$ cat src/rtl/mips_defs_pkg.sv
// Shared definitions for fetch and decode: fetch FSM encoding, reset PC
// and the instruction-register field bit positions.
package mips_defs_pkg;

   typedef enum logic [0:0] {
      ST_IDLE = 1'b0,
      ST_REQ  = 1'b1
   } fetch_state_t;

   localparam logic [31:0] RESET_PC_DEFAULT = 32'h0000_3000;

   localparam int OP_HI    = 31;
   localparam int OP_LO    = 26;
   localparam int RS_HI    = 25;
   localparam int RS_LO    = 21;
   localparam int RT_HI    = 20;
   localparam int RT_LO    = 16;
   localparam int RD_HI    = 15;
   localparam int RD_LO    = 11;
   localparam int SHAMT_HI = 10;
   localparam int SHAMT_LO = 6;
   localparam int FUNCT_HI = 5;
   localparam int FUNCT_LO = 0;
   localparam int IMM_HI   = 15;
   localparam int IMM_LO   = 0;
   localparam int J_HI     = 25;
   localparam int J_LO     = 0;

endpackage

$ cat src/rtl/ir_field_split.sv
// Combinational split of an instruction word into its decode fields;
// also instantiated by the decode stage.
module ir_field_split
   import mips_defs_pkg::*;
(
   input  logic [31:0] ir,
   output logic [5:0]  op,
   output logic [4:0]  rs,
   output logic [4:0]  rt,
   output logic [4:0]  rd,
   output logic [4:0]  shamt,
   output logic [5:0]  funct,
   output logic [15:0] imm16,
   output logic [25:0] imm26
);

   assign op    = ir[OP_HI:OP_LO];
   assign rs    = ir[RS_HI:RS_LO];
   assign rt    = ir[RT_HI:RT_LO];
   assign rd    = ir[RD_HI:RD_LO];
   assign shamt = ir[SHAMT_HI:SHAMT_LO];
   assign funct = ir[FUNCT_HI:FUNCT_LO];
   assign imm16 = ir[IMM_HI:IMM_LO];
   assign imm26 = ir[J_HI:J_LO];

endmodule

$ cat src/rtl/instr_fetch_ir.sv
// Multi-cycle instruction fetch: PC, req/ack fetch FSM and instruction register.
// Optional misaligned-fetch check enabled by defining FETCH_ALIGN_CHK_EN.
//
// state   | meaning
// --------+-----------------------------------------------
// ST_IDLE | no fetch outstanding; pc_we and fetch_start honoured
// ST_REQ  | imem_req held at the latched address until imem_ack
module instr_fetch_ir
   import mips_defs_pkg::*;
#(
   parameter logic [31:0] RESET_PC = RESET_PC_DEFAULT
) (
   input  logic        clk,
   input  logic        rst,
   input  logic        fetch_start,
   input  logic        pc_we,
   input  logic [31:0] pc_next,
   output logic        imem_req,
   output logic [31:0] imem_addr,
   input  logic        imem_ack,
   input  logic [31:0] imem_rdata,
   output logic        busy,
   output logic        ir_valid,
   output logic [31:0] pc,
   output logic [31:0] pc_plus4,
   output logic [31:0] instr,
   output logic [5:0]  op,
   output logic [4:0]  rs,
   output logic [4:0]  rt,
   output logic [4:0]  rd,
   output logic [4:0]  shamt,
   output logic [5:0]  funct,
   output logic [15:0] imm16,
   output logic [25:0] imm26,
   output logic        fetch_err
);

   fetch_state_t state;
   logic [31:0]  pc_q;
   logic [31:0]  ir_q;
   logic [31:0]  addr_q;
   logic         req_q;
   logic         ir_valid_q;
   logic         misaligned;

`ifdef FETCH_ALIGN_CHK_EN
   logic err_q;
   assign misaligned = (pc_q[1:0] != 2'b00);
   assign fetch_err  = err_q;

   always_ff @(posedge clk or posedge rst) begin
      if (rst)
         err_q <= 1'b0;
      else if (state == ST_IDLE && fetch_start && misaligned)
         err_q <= 1'b1;
   end
`else
   assign misaligned = 1'b0;
   assign fetch_err  = 1'b0;
`endif

   // The fetch address is captured at the start edge, so a simultaneous
   // pc_we moves the PC without disturbing the request in flight.
   always_ff @(posedge clk or posedge rst) begin
      if (rst) begin
         state      <= ST_IDLE;
         pc_q       <= RESET_PC;
         ir_q       <= '0;
         addr_q     <= RESET_PC;
         req_q      <= 1'b0;
         ir_valid_q <= 1'b0;
      end else begin
         case (state)
            ST_IDLE: begin
               if (pc_we)
                  pc_q <= pc_next;
               if (fetch_start && !misaligned) begin
                  state      <= ST_REQ;
                  addr_q     <= pc_q;
                  req_q      <= 1'b1;
                  ir_valid_q <= 1'b0;
               end
            end
            ST_REQ: begin
               if (imem_ack) begin
                  state      <= ST_IDLE;
                  ir_q       <= imem_rdata;
                  req_q      <= 1'b0;
                  ir_valid_q <= 1'b1;
               end
            end
            default: begin
               state <= ST_IDLE;
               req_q <= 1'b0;
            end
         endcase
      end
   end

   assign imem_req  = req_q;
   assign busy      = req_q;
   assign imem_addr = addr_q;
   assign ir_valid  = ir_valid_q;
   assign pc        = pc_q;
   assign pc_plus4  = pc_q + 32'd4;
   assign instr     = ir_q;

   ir_field_split u_split (
      .ir    (ir_q),
      .op    (op),
      .rs    (rs),
      .rt    (rt),
      .rd    (rd),
      .shamt (shamt),
      .funct (funct),
      .imm16 (imm16),
      .imm26 (imm26)
   );

endmodule

$ cat config.mk
export PLATFORM = sky130hd
export DESIGN_NAME = instr_fetch_ir
export DESIGN_NICKNAME = d
export VERILOG_FILES = /design/src/rtl/mips_defs_pkg.sv /design/src/rtl/ir_field_split.sv /design/src/rtl/instr_fetch_ir.sv
export SDC_FILE = /design/constraint.sdc
export NUM_CORES = 1
export LEC_CHECK = 0
export BUFFER_PORTS_ARGS = -buffer_cell sky130_fd_sc_hd__buf_2
export CAP_MARGIN = 20
export CORE_ASPECT_RATIO = 1.75
export CORE_MARGIN = 3
export CORE_UTILIZATION = 45
export DETAILED_ROUTE_END_ITERATION = 8
export GPL_ROUTABILITY_DRIVEN = 0
export PLACE_DENSITY = 0.81
export SLEW_MARGIN = 20
export SYNTH_ARGS = -nofsm -noshare
export SYNTH_HDL_FRONTEND = slang
export SYNTH_HIERARCHICAL = 1
export SYNTH_SLANG_ARGS = --single-unit
export TNS_END_PERCENT = 5
$ cat constraint.sdc
create_clock -name clk -period 4.28 [get_ports clk]
set_input_delay 0.856 -clock clk [delete_from_list [all_inputs] [get_ports clk]]
set_output_delay 0.856 -clock clk [all_outputs]
set_load 0.02 [all_outputs]
-- Word level (Yosys, flattened, before mapping)
Cells that the tools add are included.
- register bits after elaboration: 99
- input bits: 69
- output and inout port bits: 206
- logic and storage cells: 23
- add/subtract/negate cells: 1
- eq/ne operators: 2
- mux-type cells: 9
- bitwise operators: 1
- reductions and logical operators: 4
- operators with widths (operator ; count):
    adder 32 x 3 -> 32 bit, second input constant ; 1
    AND reduction 2 bit ; 4
    two-way mux 1 bit ; 6
    case mux 1 bit (2 select lines) ; 3
    != test 2 bit, second input constant ; 2
    NOT 1 bit ; 1

-- Logic depth before layout (Yosys ltp)
- depth in word-level cells: 3
- mapped depth: 7

-- Modules after synthesis
Netlist, hierarchy kept.
- modules (own cells, without submodules) (module ; instances ; cells an instance ; area an instance (um^2)):
    instr_fetch_ir ; 1 ; 310 ; 4319.1
    ir_field_split ; 1 ; 74 ; 555.5

-- Least setup slack after synthesis
OpenSTA, ideal clock, no wires.
- path kind: register to output
- start: reg pc_q[3], in the netlist pc[3]
- end: out pc_plus4[28]
- arrival time: 1.809 ns
- data required time: 3.424 ns
- path slack: 1.615 ns
- stages on the path, launching flop included: 8
- path buffers: 2
- cells stage by stage: dfrtp_1 > ha_1 > and3_1 > buf_2 > and3_1 > buf_2 > nand4_1 > xnor2_1
- word-level cells in the longest chain between the ends: 1
- RTL lines (what ; RTL line ; source):
    from (decl) ; instr_fetch_ir.sv:39 ; logic [31:0] pc_q;
    from (signal assigned) ; instr_fetch_ir.sv:76 ; pc_q <= pc_next;
    adder 32 x 3 -> 32 bit ; instr_fetch_ir.sv:105 ; assign pc_plus4 = pc_q + 32'd4;
    to (decl) ; instr_fetch_ir.sv:25 ; output logic [31:0] pc_plus4,
Every way passes these cells.

-- Worst setup path after layout
Ends and elaborated chain as after synthesis.

==> results.md <==
* Outcome: completed
* Least-Margin Pin Slew at 0.969 ns
* Worst min-delay path category: flop to flop
* Clk slew on worst S/H paths at 0.06 ns
* Number of buffers created by CTS at 9
* GR Util met1 at 21.2%
* Placeable Area at 0.0104 mm²
* Setup WS pre-CTS at 1.53 ns
* Die width at 84.7 µm
* CTS hold repair buffers at 0
* Post-synthesis sequential area ratio at 50.9%
* Clk root buf: clkbuf_16
* Final Routed Wirelength at 12.8 mm
* Final Hold Violating Endpoints at 0
* Worst EP required at 3.42 ns
* Routing usage on met2 at 37.3%
* Placed Instances at 692
* Met3 Use GR at 6.48%
* Pwr dens at 663 mW/mm²
* RSZ-0062 raised after global routing: false
* Startpoint types: flop
* Layout overhead on the synthesized area at 24.1%
* Max Slew Vio Count at 0
* Detailed Route Iter0 Violations at 112
* Period utilisation layout at 72.2%
* Non-Filler Instances at 709
* Nets at 646
* Sink Count at 99
* Max Buffers Root-to-Sink at 2
* Crit path top cell by count: and3_1
* Endpoint class of the critical path: primary output
* Worst-path fanout max at 8
* Via count at 3589
* Post-synth cell types at 31
* Worst r2r path cells at 2
* Crit-path max cell delay at 0.41 ns
* Layer carrying the most global-route usage: met2
* GRT Util Overall at 20.5%
* Residual DRC count at 0
* Mapped Area at 0.00487 mm²
* Reg-to-reg slack, setup at 2.52 ns
* WS Path Type: flop to primary output
* Final ANT Viol Nets at 0
* Worst Hold Launch: imem_addr[2]
* Hold path cells at 2
* Post-synthesis register bit count at 99
* Final setup fails at 0
* Initial antenna violation count at 2
* Placed cell areas at 0.00575 mm²
* Clock Skew at 0.0107 ns
* Synthesized instance count at 384
* P_leak at 3.01 nW
* Syn Nets at 454
* Worst vdd ir at 0.000387 V
* Critical path capture point: pc_plus4[28]
* Wire length of the first global-routing pass at 19.3 mm
* Via density at 5.06
* Resize count post-CTS at 0
* Slew HR at 35.2%
* Yosys synthesis warning count at 6
* Die Y at 144 µm
* CP Cell Sequence: ha_1 > and3_1 > and3_1 > nand4_1 > xnor2_1 > buf_2
* Arrival time at the worst endpoint at 2.23 ns
* Grt total ovfl at 0
* Worst setup path startpoint: pc[3]
* CTS H-tree depth at 3
* MaxCap Viol Count at 0
* Share of cells above drive strength 1 at 68.3%
* Post-DP HPWL at 10.1 mm
* Port bufs at 273
* Tmin final at 3.09 ns
* I/O Pins at 275
* Max Clk Rate at 324 MHz
* Setup ws final at 1.19 ns
* Drt pass-1 iters at 4
* Largest net degree at the start of global routing at 71
* Synth Area per Inst at 12.7 µm²
* Post-CTS Setup Bufs at 0
* Accumulated negative setup slack at 0 ns
* CTS tree: built
* Worst skew pair latency at 0.33 ns
* R2R Path End: pc[26]
* RR Startpoint: state
* Mean routed wirelength per cell at 18.0 µm
* Die area at 0.0122 mm²
* Worst path slowest cell: dfrtp_1
* Row cnt at 49
* Initial Util at 46.8%
* Final Instance Area at 0.00605 mm²
* Number of global-route vias before repair at 3630
[logic make-up (layout without fill, tap and decap cells)]
logic type	count (synthesis)	after routing	synth area share, %
and+or+nand+nor	56	56	7.37
buffers and inverters	99	296	14.2
adders and majority gates	1	1	0.257
other	1	2	0.0769
xor gates and xnor gates	28	28	5.03
AOI/OAI and AO/OA	8	8	0.873
muxes	92	92	21.3
DFF	99	99	50.9
[per-layer routing]
layer / wire (µm) / part of all wire, % / vias to the layer above
li1: - / - / 1618
met1: 4170 / 33 / 1757
met3: 1250 / 9.8 / 24
met2: 6960 / 55 / 188
met4: 373 / 2.9 / 2
met5: 11 / 0.086 / -
[worst min path at each step]
stage | slack, ns | end
2_1_floorplan | 0.55 | ir_valid
3_3_place_gp | 0.47 | imem_addr[2]
3_5_place_dp | 0.48 | imem_addr[2]
4_1_cts | 0.49 | imem_addr[2]
5_1_grt | 0.52 | imem_addr[2]
6_report | 0.49 | imem_addr[2]
[flip-flops by register name, summed over array words and instances, names as in the netlist]
name,cells
instr,32
state,1
imem_addr,32
ir_valid,1
busy,1
pc,32
[placed cells by master (no fill, tap or decap), types with 5 or more instances in the layout]
cell type  Yosys  layout
o21ai_0        5       5
nand4_1       11      11
xnor2_1       25      25
dfrtp_1       95      95
and3_1         6       6
nand3_1        9       9
clkbuf_16      0       9
nand2_1       14      13
mux2_2        92      92
buf_2         11     273
[worst max-delay path, delay by kind of cell, from the launching register on]
kind,cells,cell delay (ns)
AND/OR/NAND/NOR,3,0.92
adder cells (fa/ha/maj),1,0.20
buffers and inverters,1,0.19
flip-flops,1,0.41
XOR/XNOR,1,0.19
[cell type report]
type                    count  area [µm²]
inverters                   5        21.3
flip-flops and latches     99        2480
clock inverters             6        65.1
clock buffers              10         229
repair buffers            275        1380
fillers                   853        4370
multi-input cells         186        1710
diodes                      1        2.50
well taps                 127         159
[report_power, final]
group | internal (mW) | total [mW] | switching (mW)
combinational | 0.641 | 1.74 | 1.10
sequential | 1.21 | 1.48 | 0.264
clock | 0.454 | 0.788 | 0.334
total | 2.31 | 4.01 | 1.70
[Yosys cell counts, drive strengths merged]
cell    count  area [µm²]
and3        7        45.1
a21oi       2        10.0
xor2        3        26.3
and4        5        46.3
o21ai       5        25.0
and2        2        15.0
nor2        2        7.51
dfrtp      95        2380
nand3       9        45.0
nand4b      1        8.76
nor2b       1        6.26
conb        1        3.75
a21boi      1        7.51
ha          1        12.5
buf        93         671
nand2      14        52.6
nor3        2        21.3
nor4        1        21.3
mux2       92        1040
clkbuf      1        3.75
inv         5        18.8
dfstp       4         105
nand4      12        90.1
xnor2      25         219
[through the flow]
step	hold WS, ns	utilization [%]	power, mW
finish	0.487	58.0	4.01
global route	0.518	58.0	4.22
CTS	0.491	58.0	4.06
detailed placement	0.476	55.2	3.26
global placement	0.465	55.2	3.22
floorplan	0.554	-	2.80
(Power assumes the default switching activity.)
